File: src/rtl/npu_pkg.sv
// rtl/npu_pkg.sv - shared pixel types for the NPU activation and pooling stages
package npu_pkg;

    localparam int PIX_W = 22;

    typedef logic signed [PIX_W-1:0] pixel_t;

    // Signed maximum; both operands are pixel_t so the compare is two's-complement.
    function automatic pixel_t pixel_max(input pixel_t a, input pixel_t b);
        return (a > b) ? a : b;
    endfunction

endpackage

File: src/rtl/pool_line_buffer.sv
// rtl/pool_line_buffer.sv - half-line store of horizontal pair maxima for 2x2 pooling
module pool_line_buffer
    import npu_pkg::*;
#(
    parameter int DEPTH = 16,
    parameter int AW    = (DEPTH > 1) ? $clog2(DEPTH) : 1
) (
    input  logic          clk,
    input  logic          wr_en,
    input  logic [AW-1:0] wr_addr,
    input  pixel_t        wr_data,
    input  logic [AW-1:0] rd_addr,
    output pixel_t        rd_data
);

    // No reset: every entry is rewritten on an even row before an odd row reads it.
    pixel_t mem [DEPTH];

    always_ff @(posedge clk) begin
        if (wr_en) begin
            mem[wr_addr] <= wr_data;
        end
    end

    assign rd_data = mem[rd_addr];

endmodule

File: src/rtl/max_pool_2x2.sv
// rtl/max_pool_2x2.sv - streaming 2x2 stride-2 signed max pooling over a raster frame
module max_pool_2x2
    import npu_pkg::*;
#(
    parameter int IMG_W = 32,
    parameter int IMG_H = 32
) (
    input  logic   clk,
    input  logic   rst,
    input  logic   pixel_valid,
    input  pixel_t pixel_in,
    output logic   result_valid,
    output pixel_t result_out,
    output logic   frame_done
);

    localparam int COL_W    = (IMG_W > 2) ? $clog2(IMG_W) : 1;
    localparam int ROW_W    = (IMG_H > 2) ? $clog2(IMG_H) : 1;
    localparam int LB_DEPTH = IMG_W / 2;
    localparam int LB_AW    = (LB_DEPTH > 1) ? $clog2(LB_DEPTH) : 1;

    localparam logic [COL_W-1:0] COL_LAST = COL_W'(IMG_W - 1);
    localparam logic [ROW_W-1:0] ROW_LAST = ROW_W'(IMG_H - 1);

    logic [COL_W-1:0] col;
    logic [ROW_W-1:0] row;
    pixel_t           h;

    logic             accept;
    logic             col_odd;
    logic             row_odd;
    logic             col_last;
    logic             row_last;
    logic             lb_wr_en;
    logic [LB_AW-1:0] lb_addr;
    pixel_t           lb_rd_data;
    pixel_t           pair_max;

    assign accept   = rst & pixel_valid;
    assign col_odd  = col[0];
    assign row_odd  = row[0];
    assign col_last = (col == COL_LAST);
    assign row_last = (row == ROW_LAST);
    assign lb_addr  = LB_AW'(col >> 1);
    assign pair_max = pixel_max(h, pixel_in);

    // Even rows deposit the top-pair maximum; odd rows consume it.
    assign lb_wr_en = accept & col_odd & ~row_odd;

    pool_line_buffer #(
        .DEPTH (LB_DEPTH),
        .AW    (LB_AW)
    ) u_line_buffer (
        .clk     (clk),
        .wr_en   (lb_wr_en),
        .wr_addr (lb_addr),
        .wr_data (pair_max),
        .rd_addr (lb_addr),
        .rd_data (lb_rd_data)
    );

    always_ff @(posedge clk) begin
        if (!rst) begin
            col          <= '0;
            row          <= '0;
            h            <= '0;
            result_valid <= 1'b0;
            frame_done   <= 1'b0;
            result_out   <= '0;
        end else begin
            result_valid <= 1'b0;
            frame_done   <= 1'b0;
            if (pixel_valid) begin
                if (col_last) begin
                    col <= '0;
                    row <= row_last ? '0 : row + 1'b1;
                end else begin
                    col <= col + 1'b1;
                end

                if (!col_odd) begin
                    h <= pixel_in;
                end else if (row_odd) begin
                    result_out   <= pixel_max(lb_rd_data, pair_max);
                    result_valid <= 1'b1;
                    frame_done   <= col_last & row_last;
                end
            end
        end
    end

endmodule
File: config.mk
export PLATFORM = sky130hd
export DESIGN_NAME = max_pool_2x2
export DESIGN_NICKNAME = d
export VERILOG_FILES = /design/src/rtl/npu_pkg.sv /design/src/rtl/pool_line_buffer.sv /design/src/rtl/max_pool_2x2.sv
export SDC_FILE = /design/constraint.sdc
export NUM_CORES = 1
export LEC_CHECK = 0
export ABC_AREA = 0
export CORE_UTILIZATION = 45
export DETAILED_ROUTE_END_ITERATION = 7
export SLEW_MARGIN = 10
export SYNTH_ARGS = -nofsm -noshare
export SYNTH_HDL_FRONTEND = slang
export SYNTH_SLANG_ARGS = --single-unit
File: constraint.sdc
create_clock -name clk -period 5.9 [get_ports clk]
set_input_delay 0.885 -clock clk [delete_from_list [all_inputs] [get_ports clk]]
set_output_delay 0.885 -clock clk [all_outputs]
set_load 0.005 [all_outputs]
# Word-level counts from Yosys, hierarchy flattened
# Memories as Yosys holds them, arrays and structs flattened. A register that Yosys moved wholly into a read port is not among the register bits.
# Index checks and enable logic that the tools add are counted.
[totals]
register_bits = 56
ramBits = 352
inputBits = 25
word_cells = 33
mem_count = 1
[mem_list]
columns = ["name", "depth", "width", "read_ports", "rd_ports_with_merged_regs", "wr", "line", "source"]
rows = [
  ["u_line_buffer.mem", 16, 22, 1, 1, 1, "pool_line_buffer.sv:17", "pixel_t mem [DEPTH];"],
]
[classes]
add_sub_neg = 2
order_cmp = 2
n_eq_ne = 2
mux = 9
n_bitwise = 6
n_reduce_logical = 5
[ops]
columns = ["operator", "n"]
rows = [
  ["$gt A22 B22 Y1", 2],
  ["$mux W22", 2],
  ["$add A5 B1 Y5 const B", 2],
  ["$eq A5 B5 Y1 const B", 2],
  ["$mux W5", 2],
  ["$mux W4", 2],
  ["$reduce_and A3 Y1", 2],
  ["$and A1 B1 Y1", 4],
  ["$reduce_and A2 Y1", 2],
  ["$reduce_and A4 Y1", 1],
  ["$mux W1", 3],
  ["$not A1 Y1", 2],
]

# Logic depth before layout (Yosys ltp)
# Gate-level depths: netlist (run 1).
[logic_depth]
depth_word = 5
mapped_depth = 20

# Hierarchy
# From an unflattened synthesis (run 1), not the netlist that was laid out.
[unflattened]
cells_unflattened = 1238
hier_area_um2 = 18316.3
[modules_own_cells]
columns = ["module", "instances", "cells_per_inst", "area_each_um2", "seq_area_each_um2"]
rows = [
  ["pool_line_buffer", 1, 561, 13381.6, 10570.1],
  ["max_pool_2x2", 1, 677, 4934.7, 1121.1],
]

# Worst setup path after synthesis (run 1)
# Ideal clock, no wire load.
[synth_path]
kind = "input port to flip-flop"
start = "input pixel_in[21]"
end = "register result_out[0]"
arrival_time_ps = 4549
t_required_ps = 5767
slack_ps = 1218
path_stages = 20
n_path_buf = 4
path_cell_list = "inv_1 -> ha_1 -> buf_4 -> nand4_2 -> nor4_2 -> o31ai_1 -> nand3_1 -> buf_6 -> buf_6 -> mux2i_1 -> nor3_2 -> ha_1 -> a21oi_2 -> o21ai_1 -> a221o_1 -> a2111o_1 -> mux2_4 -> buf_2 -> a32oi_1 -> o21ai_1"
[synth_via]
elab_chain_cells = 4
[synth_lines]
columns = ["element", "line", "source"]
rows = [
  ["start: declaration", "max_pool_2x2.sv:11", "input pixel_t pixel_in,"],
  ["$gt A22 B22 Y1", "npu_pkg.sv:10", "return (a > b) ? a : b;"],
  ["$mux W22 (*)", "npu_pkg.sv:10", ""],
  ["$gt A22 B22 Y1", "npu_pkg.sv:10", ""],
  ["$mux W22 (*)", "npu_pkg.sv:10", ""],
  ["end signal: assignment", "max_pool_2x2.sv:84", "result_out <= pixel_max(lb_rd_data, pair_max);"],
  ["end: declaration", "max_pool_2x2.sv:13", "output pixel_t result_out,"],
]
# Every way passes the cells marked *; elsewhere a longest branch is shown, timed or not.
# A chain may end at the register's enable or synchronous reset.

# Worst setup path in the final report (run 1)
[layout_path]
start = "input pixel_in[21]"
end = "register result_out[6]"
# Same word-level chain as after synthesis.

==> results of run 1 <==
## layout make-up
type / count / area share
clock buffers: 54 / 0.0563
multi-input cells: 585 / 0.278
flip-flops and latches: 412 / 0.562
well taps: 525 / 0.0314
repair buffers: 106 / 0.0461
clock inverters: 27 / 0.0165
inverters: 51 / 0.00914
## path summary, 6_finish.rpt
check             slack, ns       endpoint  cells after the start          from
setup / recovery       0.64  result_out[6]                     18  pixel_in[21]
hold / removal         0.47         row[4]                      2        row[4]
setup reg to reg       1.15  result_out[6]                     16         h[21]
hold reg to reg        0.47         row[4]                      2        row[4]
## metal layers
| metal | share of wire | vias up |
|---|---|---|
| met5 | 0 | - |
| met4 | 0.019 | 0 |
| met3 | 0.046 | 58 |
| met2 | 0.50 | 258 |
| met1 | 0.43 | 5250 |
| li1 | - | 4587 |
## registers in the layout, indices dropped and copies added (netlist names), named ones only
register and cells:
frame_done 1, h 22, u_line_buffer.mem 352, result_out 22, result_valid 1, row 5
col 5
## cell families after synthesis
family	after synthesis	share of synthesized area
AND/OR/NAND/NOR	246	0.0752
buffers and inverters	118	0.0297
AO/OA/AOI/OAI	134	0.0466
flip-flops	412	0.652
adder cells (fa/ha/maj)	48	0.0333
multiplexers	157	0.163
## power breakdown
part / internal [mW] / switching [mW]
clock network: 1.78 / 1.12
registers: 3.25 / 0.0235
logic: 0.224 / 0.336
## through the flow
step           total power, mW   util  cell area (um^2)  hold slack, ns
4_1_cts                   6.80  0.529             21000           0.463
6_report                  6.73  0.529             21000           0.467
2_1_floorplan             3.71      -             18100           0.441
3_3_place_gp              3.88  0.490             19400           0.449
5_1_grt                   6.95  0.529             21000           0.495
3_5_place_dp              3.90  0.490             19400           0.454
## cells in the final DEF, fill, tap and decap left out, types with 9 or more instances in the layout
master / n
a21oi_1: 48
a32oi_1: 22
buf_4: 54
clkbuf_16: 45
clkdlybuf4s50_1: 48
clkinv_1: 9
dfxtp_1: 57
edfxtp_1: 352
ha_1: 47
inv_1: 50
mux2i_1: 46
mux4_2: 110
nand2_1: 58
nand2b_1: 50
nand3_1: 54
nor2_1: 16
nor2_2: 9
nor3_2: 27
o21ai_1: 23
o22ai_1: 20
## cells in the mapped netlist (all sizes together), types with 2 or more instances
cell and count:
nor3 32, a21boi 2, edfxtp 352, ha 48
a32oi 22, and4 2, nor2 25, buf 26
nand2 58, mux4 110, and2 2, nor4 3
o22ai 20, clkbuf 41, and3 4, nand4 9
a2111oi 2, nand3 55, inv 50, mux2i 46
dfxtp 60, a21oi 49, o21ai 31, nand2b 51
## worst max-delay path: cells and delay by family
kind | cells | cell delay, ns
buffers and inverters | 3 | 0.87
AND/OR/NAND/NOR | 5 | 1.11
multiplexers | 2 | 0.70
adder cells (fa/ha/maj) | 2 | 0.75
AO/OA/AOI/OAI | 6 | 1.36
==> key figures, run 1 <==
Outcome
  – Status: completed

Global route
  – Grt met2 use: 0.361
  – Pin count of the biggest net entering global routing: 81
  – M1 GR Usage: 0.283
  – First-pass GRT wire length: 63800 um
  – All-Layer GR Usage: 0.211
  – GRT met3 Usage: 0.0277
  – Initial antenna violation count: 0
  – GR Overflow Total: 0
  – Busiest grt layer: met2
  – Vias in the first global route: 10200

Yosys
  – Yosys cell types: 50
  – Yosys warns: 0
  – Top cell type by total area after synthesis: edfxtp_1
  – Synth Net Count: 1188
  – Main flop type after synthesis: edfxtp_1
  – Async S/R FF share, synth: 0
  – EDFF count, synth: 352
  – Post-synth top area share: 0.585
  – Post-Syn Area: 18100 um^2
  – Register area share after synthesis: 0.652
  – Synthesized area per cell: 16.2 um^2
  – Post-Synthesis Cells: 1115
  – FF+latch count, synth: 412
  – Ranking of synthesized cells by area: edfxtp_1, mux4_2, dfxtp_1

Placed design
  – Routability cong.: 0.816
  – Placed Cells: 1679
  – Setup slack at placement: 0.101 ns
  – DP Wirelength: 25200 um
  – Buffers on Ports: 48

Clock tree
  – CTS max path bufs: 3
  – Number of CTS-inserted buffers: 44
  – Setup Buffers After CTS: 0
  – Worst-skew pair later-pin latency: 0.55 ns
  – CTS root buffer: clkbuf_16
  – H-tree depth: 2
  – CTS tree: yes
  – Clock transition at path regs: 0.06 ns
  – Clock sink count: 412
  – Hold Buf Count CTS: 0
  – CTS-repair resized insts: 0

Layout
  – Number of fill cells in the layout: 3168
  – Syn-to-layout area delta: 16.0%
  – Register area: 11800 um^2
  – Post-route insts no fill: 1760
  – Net count, final: 1273
  – Ant diodes: 0
  – Area of the multi-input gates: 5830 um^2
  – Layout cells sized above 1: 0.231

STA
  – Final TNS setup: 0 ns
  – Slew headroom: 0.205
  – Final Hold Fails: 0
  – Crit share post-route: 0.891
  – Final setup fails: 0
  – Actual slew at the worst max-slew pin: 1.19 ns
  – RSZ-0062 raised after global routing: no
  – Worst Clk Skew: 0.0159 ns
  – Slew Viols, Final: 0
  – Fmax: 0.190 GHz
  – Final worst setup slack: 0.644 ns
  – Final period demand of the worst path: 5.26 ns

Floorplan
  – I/O pins: 49
  – Die width: 202 um
  – Die Ht: 202 um
  – Initial Util: 0.456
  – Core Footprint: 39600 um^2
  – DIE AREA: 40900 um^2
  – Row cnt: 73

Worst setup path
  – CP Capture Type: flip-flop
  – CP peak stage delay: 0.48 ns
  – CP max stage cell: clkdlybuf4s50_1
  – CP Cell Sequence: clkdlybuf4s50_1 > inv_1 > ha_2 > nand4_2 > nor4_2 > o31ai_1 > nand3_2 > buf_4 > mux2i_1 > nor3_2 > ha_1 > a21oi_1 > a21boi_0 > o31a_1 > a2111o_1 > mux2_4 > nand2b_4 > o21ai_1
  – Crit Path Category: in2reg
  – Worst Path Arrival: 5.73 ns
  – Worst EP required: 6.37 ns
  – Startpoint types: primary input
  – Worst Path Max Fanout: 23

Worst hold path
  – Min-Delay Path Class: reg2reg

Detailed routing
  – Post-route antenna net violation count: 0
  – Via/cell ratio: 5.77
  – Post-detailed-routing wire length: 42400 um
  – Initial DRC Count: 757
  – TritonRoute pass-1 iters: 5
  – Via count: 10200
  – Drc violations: 0
  – Avg WL per Cell: 24.1 um

Power
  – VDD IR-drop max: 0.000193 V
  – Leak: 6.89 nW
  – Cell Pwr Density: 321 nW/um^2

Job
  – Max Cap Viol: 0
No activity file was read; power rests on OpenSTA's default activity.
==> run 2: changes to the inputs <==
CAP_MARGIN = 20   (was unset)
==> run 2 against run 1 <==
  * Flip-flop and latch count unchanged
  * Critical path type unchanged
  * Clock skew decreased by 0.00072 ns
  * Global-route usage unchanged
  * Routed wire length about the same
  * Register-to-register slack improved by 0.05 ns
  * Power about the same
  * Critical endpoint is now result_out[3]
  * Sequential power about the same
  * Combinational power about the same
  * Utilization increased by 0.13 points
  * Final cell count increased by 0.17%
==> key figures, run 2 (synthesis gave the netlist of run 1 again) <==
Detailed routing
  – Avg WL per Cell: 24.1 um
  – Via/cell ratio: 5.78
  – Post-route antenna net violation count: 0
  – TritonRoute pass-1 iters: 7
  – Via count: 10200
  – Drc violations: 0
  – Initial DRC Count: 756
  – Post-detailed-routing wire length: 42400 um

Global route
  – Pin count of the biggest net entering global routing: 81
  – All-Layer GR Usage: 0.211
  – GR Overflow Total: 0
  – Vias in the first global route: 10200
  – First-pass GRT wire length: 63800 um
  – Initial antenna violation count: 0

Layout
  – Post-route insts no fill: 1763
  – Net count, final: 1276
  – Syn-to-layout area delta: 16.3%
  – Top flop regs: u_line_buffer.mem: 352 flops, h: 22 flops, result_out: 22 flops
  – Commonest non-fill, non-tap cell in the layout: edfxtp_1
  – Biggest register: u_line_buffer.mem
  – Layout cells sized above 1: 0.233
  – Commonest cells after routing, fill and taps aside: edfxtp_1, mux4_2, nand2_1, dfxtp_1
  – Ant diodes: 0
  – Max reg flops: 352

STA
  – Crit share post-route: 0.883
  – Final Hold Fails: 0
  – RSZ-0062 raised after global routing: no
  – Final period demand of the worst path: 5.21 ns
  – Worst Clk Skew: 0.0152 ns
  – Fmax: 0.192 GHz
  – Slew Viols, Final: 0
  – Final TNS setup: 0 ns
  – Actual slew at the worst max-slew pin: 1.04 ns
  – Final setup fails: 0
  – Slew headroom: 0.308

Worst setup path
  – Worst EP required: 6.37 ns
  – Startpoint types: primary input
  – CP Capture Type: flip-flop
  – CP Cell Sequence: clkdlybuf4s50_1 > inv_1 > ha_2 > nand4_2 > nor4_2 > o31ai_1 > nand3_2 > buf_4 > mux2i_1 > nor3_2 > ha_1 > a21oi_1 > o21ai_1 > a221o_1 > a2111o_1 > mux2_4 > nand2b_4 > o21ai_1
  – CP most frequent cell: o21ai_1
  – Worst Path Arrival: 5.68 ns
  – CP max stage cell: clkdlybuf4s50_1
  – Worst Path Max Fanout: 23
  – R2R depth: 16
  – Crit Path Category: in2reg
  – CP peak stage delay: 0.48 ns

Floorplan
  – Die Ht: 202 um
  – Die width: 202 um
  – Initial Util: 0.456
  – DIE AREA: 40900 um^2
  – I/O pins: 49
  – Row cnt: 73
  – Core Footprint: 39600 um^2

Placed design
  – Routability cong.: 0.816
  – Buffers on Ports: 48
  – DP Wirelength: 25200 um
  – Placed Cells: 1679

Outcome
  – Status: completed

Clock tree
  – Clock sink count: 412
  – Number of CTS-inserted buffers: 44
  – Hold Buf Count CTS: 0
  – Worst-skew pair later-pin latency: 0.55 ns
  – CTS tree: yes
  – CTS max path bufs: 3
  – CTS-repair resized insts: 0
  – Clock transition at path regs: 0.06 ns
  – H-tree depth: 2
  – CTS root buffer: clkbuf_16
  – Setup Buffers After CTS: 0

Worst hold path
  – Hold Path Depth: 2
  – Min-Delay Path Class: reg2reg

Power
  – Tot Pwr: 6.73 mW
  – VDD IR-drop max: 0.000193 V
  – Leak: 6.91 nW
  – Cell Pwr Density: 321 nW/um^2

Job
  – Max Cap Viol: 0
[run 2: changes by cell type in the layout (fill, tap and decap cells not counted), sizes merged]
cell  change
buf       +3
[run 2: final cells by class]
type / instances / area (um^2)
fill: 3169 / 18600
sequential: 412 / 11800
multi-input combinational: 585 / 5830
clock buffer: 54 / 1180
timing repair buffer: 109 / 1020
tap: 525 / 657
clock inverter: 27 / 347
inverter: 51 / 191
[run 2: layer usage]
layer | track usage | vias up | part of all wire
met3 | 0.0277 | 61 | 0.047
li1 | - | 4591 | -
met5 | 0 | - | 0
met4 | 0.0580 | 0 | 0.019
met1 | 0.283 | 5261 | 0.43
met2 | 0.361 | 271 | 0.50
[run 2: metrics by stage]
step | hold slack [ns] | instance area (um^2) | worst slack (ns) | util
CTS | 0.463 | 21000 | 0.636 | 0.529
floorplan | 0.441 | 18100 | 1.22 | -
detailed placement | 0.454 | 19400 | 0.101 | 0.490
global placement | 0.449 | 19400 | 0.216 | 0.490
finish | 0.471 | 21000 | 0.693 | 0.530
global route | 0.495 | 21000 | 0.369 | 0.530
[run 2: path summary, 6_finish.rpt]
path,start,end,slack (ns)
min reg2reg,row[4],row[4],0.47
max reg2reg,h[21],result_out[3],1.20
max,pixel_in[21],result_out[3],0.69
min,row[4],row[4],0.47
[run 2: worst max-delay path, delay by kind of cell]
family	cells	cell delay, ns
AO/OA/AOI/OAI	6	1.32
adder cells (fa/ha/maj)	2	0.75
buffers and inverters	3	0.87
multiplexers	2	0.69
AND/OR/NAND/NOR	5	1.13
[run 2: report_power, final]
part / switching, mW / total, mW / leakage, nW / internal [mW]
Combinational: 0.337 / 0.562 / 2.47 / 0.225
Sequential: 0.0234 / 3.27 / 3.69 / 3.25
Clock: 1.12 / 2.90 / 0.744 / 1.78
==> run 3: changes to the inputs <==
CTS_BUF_LIST = sky130_fd_sc_hd__clkbuf_16   (was unset)
GPL_ROUTABILITY_DRIVEN = 0   (was unset)
==> run 3 against run 2 <==
  * Clock skew down 0.0016 ns
  * Via count down 0.13%
  * First-iteration DRC count up 6.0%
  * Critical path type unchanged
  * Largest power group unchanged
==> key figures, run 3 (synthesis gave the netlist of run 1 again) <==
Power
  – Cell Pwr Density: 319 nW/um^2
  – Sw frac: 0.222
  – P_sw: 1.48 mW
  – Internal Power: 5.21 mW
  – VDD IR-drop max: 0.000193 V
  – Clock Power Share: 0.427
  – Leak: 6.93 nW
  – Comb power frac: 0.084
  – Fraction of power consumed by sequential logic: 0.489

STA
  – Worst Clk Skew: 0.0136 ns
  – Final TNS setup: 0 ns
  – Final period demand of the worst path: 5.23 ns
  – Final Hold Fails: 0
  – Slew Viols, Final: 0
  – Actual slew at the worst max-slew pin: 1.06 ns
  – Hold WS: 0.466 ns
  – RSZ-0062 raised after global routing: no
  – Crit share post-route: 0.886
  – Fmax: 0.191 GHz
  – Slew headroom: 0.295
  – Final setup fails: 0

Floorplan
  – Core Footprint: 39600 um^2
  – I/O pins: 49
  – Die width: 202 um
  – Die Ht: 202 um
  – Row cnt: 73
  – DIE AREA: 40900 um^2
  – Initial Util: 0.456

Detailed routing
  – Avg WL per Cell: 24.1 um
  – Initial DRC Count: 801
  – TritonRoute pass-1 iters: 6
  – Post-detailed-routing wire length: 42500 um
  – Via/cell ratio: 5.77
  – Drc violations: 0
  – Via count: 10200
  – Post-route antenna net violation count: 0

Layout
  – Top flop regs: u_line_buffer.mem: 352 flops, h: 22 flops, result_out: 22 flops
  – Number of fill cells in the layout: 3173
  – Net count, final: 1276
  – Biggest register: u_line_buffer.mem
  – Ant diodes: 0
  – Max reg flops: 352
  – Layout cells sized above 1: 0.231
  – Commonest cells after routing, fill and taps aside: edfxtp_1, mux4_2, nand2_1, inv_1, dfxtp_1
  – Final Cell Area: 21000 um^2
  – Commonest non-fill, non-tap cell in the layout: edfxtp_1
  – Syn-to-layout area delta: 16.2%

Clock tree
  – Setup Buffers After CTS: 0
  – CTS root buffer: clkbuf_16
  – Hold Buf Count CTS: 0
  – CTS-repair resized insts: 0
  – Number of CTS-inserted buffers: 44
  – H-tree depth: 2
  – Clock transition at path regs: 0.06 ns
  – Clock sink count: 412
  – Worst-skew pair later-pin latency: 0.55 ns
  – CTS tree: yes
  – CTS max path bufs: 3

Placed design
  – DP Wirelength: 25200 um
  – Post-DP Area: 19400 um^2
  – Buffers on Ports: 48

Worst setup path
  – CP Cell Sequence: clkdlybuf4s50_1 > inv_1 > ha_2 > nand4_2 > nor4_2 > o31ai_1 > nand3_2 > buf_4 > mux2i_1 > nor3_2 > ha_1 > a21oi_1 > o21ai_1 > a221o_1 > a2111o_1 > mux2_4 > nand2b_4 > o21ai_1
  – CP Capture Type: flip-flop
  – Worst EP required: 6.37 ns
  – Worst Path Buf+Inv: 3
  – Levels on crit path: 18
  – R2R depth: 16
  – Worst Path Arrival: 5.70 ns
  – CP most frequent cell: o21ai_1
  – Delay-heaviest family, CP: compound AO/OA/AOI/OAI gates
  – Startpoint types: primary input
  – CP max stage cell: clkdlybuf4s50_1
  – Worst Path Max Fanout: 23
  – Crit Path Category: in2reg
  – CP peak stage delay: 0.48 ns

Global route
  – Pin count of the biggest net entering global routing: 81
  – Busiest grt layer: met2
  – All-Layer GR Usage: 0.211
  – GRT met3 Usage: 0.0277
  – M1 GR Usage: 0.283
  – Grt met2 use: 0.361
  – GR Overflow Total: 0
  – Initial antenna violation count: 0
  – First-pass GRT wire length: 63800 um
  – Vias in the first global route: 10200

Outcome
  – Status: completed

Worst hold path
  – Min-Delay Path Class: reg2reg
  – Hold Path Depth: 2

Job
  – Max Cap Viol: 0
==> run 3: worst paths after layout <==
| kind | to | slack [ns] | from |
|---|---|---|---|
| max reg2reg | result_out[6] | 1.18 | h[21] |
| max | result_out[6] | 0.67 | pixel_in[21] |
| min reg2reg | row[4] | 0.47 | row[4] |
| min | row[4] | 0.47 | row[4] |
==> run 3: worst reg2reg max path, stage by stage, from the launching register on <==
cell      delay [ns]
dfxtp_1         0.34
ha_2            0.45
nand4_2         0.20
nor4_2          0.41
o31ai_1         0.15
nand3_2         0.13
buf_4           0.34
mux2i_1         0.15
nor3_2          0.24
ha_1            0.28
a21oi_1         0.14
o21ai_1         0.09
a221o_1         0.35
a2111o_1        0.42
mux2_4          0.43
nand2b_4        0.31
o21ai_1         0.19
==> run 3: power by group through the flow <==
stage	registers [mW]	clock network [mW]	logic, mW
3_3_place_gp	3.33	0	0.549
6_report	3.27	2.86	0.563
3_5_place_dp	3.33	0	0.562
4_1_cts	3.27	2.92	0.565
5_1_grt	3.27	3.03	0.618
2_1_floorplan	3.32	0	0.389
==> run 3: metal layers <==
metal / routed length [um] / up-vias
li1: - / 4589
met1: 18300 / 5269
met2: 21400 / 257
met3: 2050 / 56
met4: 781 / 0
met5: 0 / -
==> run 3: stage by stage <==
step / total power, mW / setup WS (ns) / instances / utilization
global placement: 3.88 / 0.216 / 1679 / 0.490
floorplan: 3.71 / 1.22 / 1115 / -
detailed placement: 3.90 / 0.101 / 1679 / 0.490
finish: 6.69 / 0.671 / 1763 / 0.529
CTS: 6.76 / 0.636 / 1760 / 0.528
global route: 6.92 / 0.369 / 1763 / 0.529
==> run 3: cell type report <==
type	count	area [um^2]	area share
clock buffers	45	1130	0.0537
flip-flops and latches	412	11800	0.561
inverters	51	191	0.00912
multi-input cells	585	5830	0.278
clock inverters	36	380	0.0181
well taps	525	657	0.0313
repair buffers	109	1020	0.0484
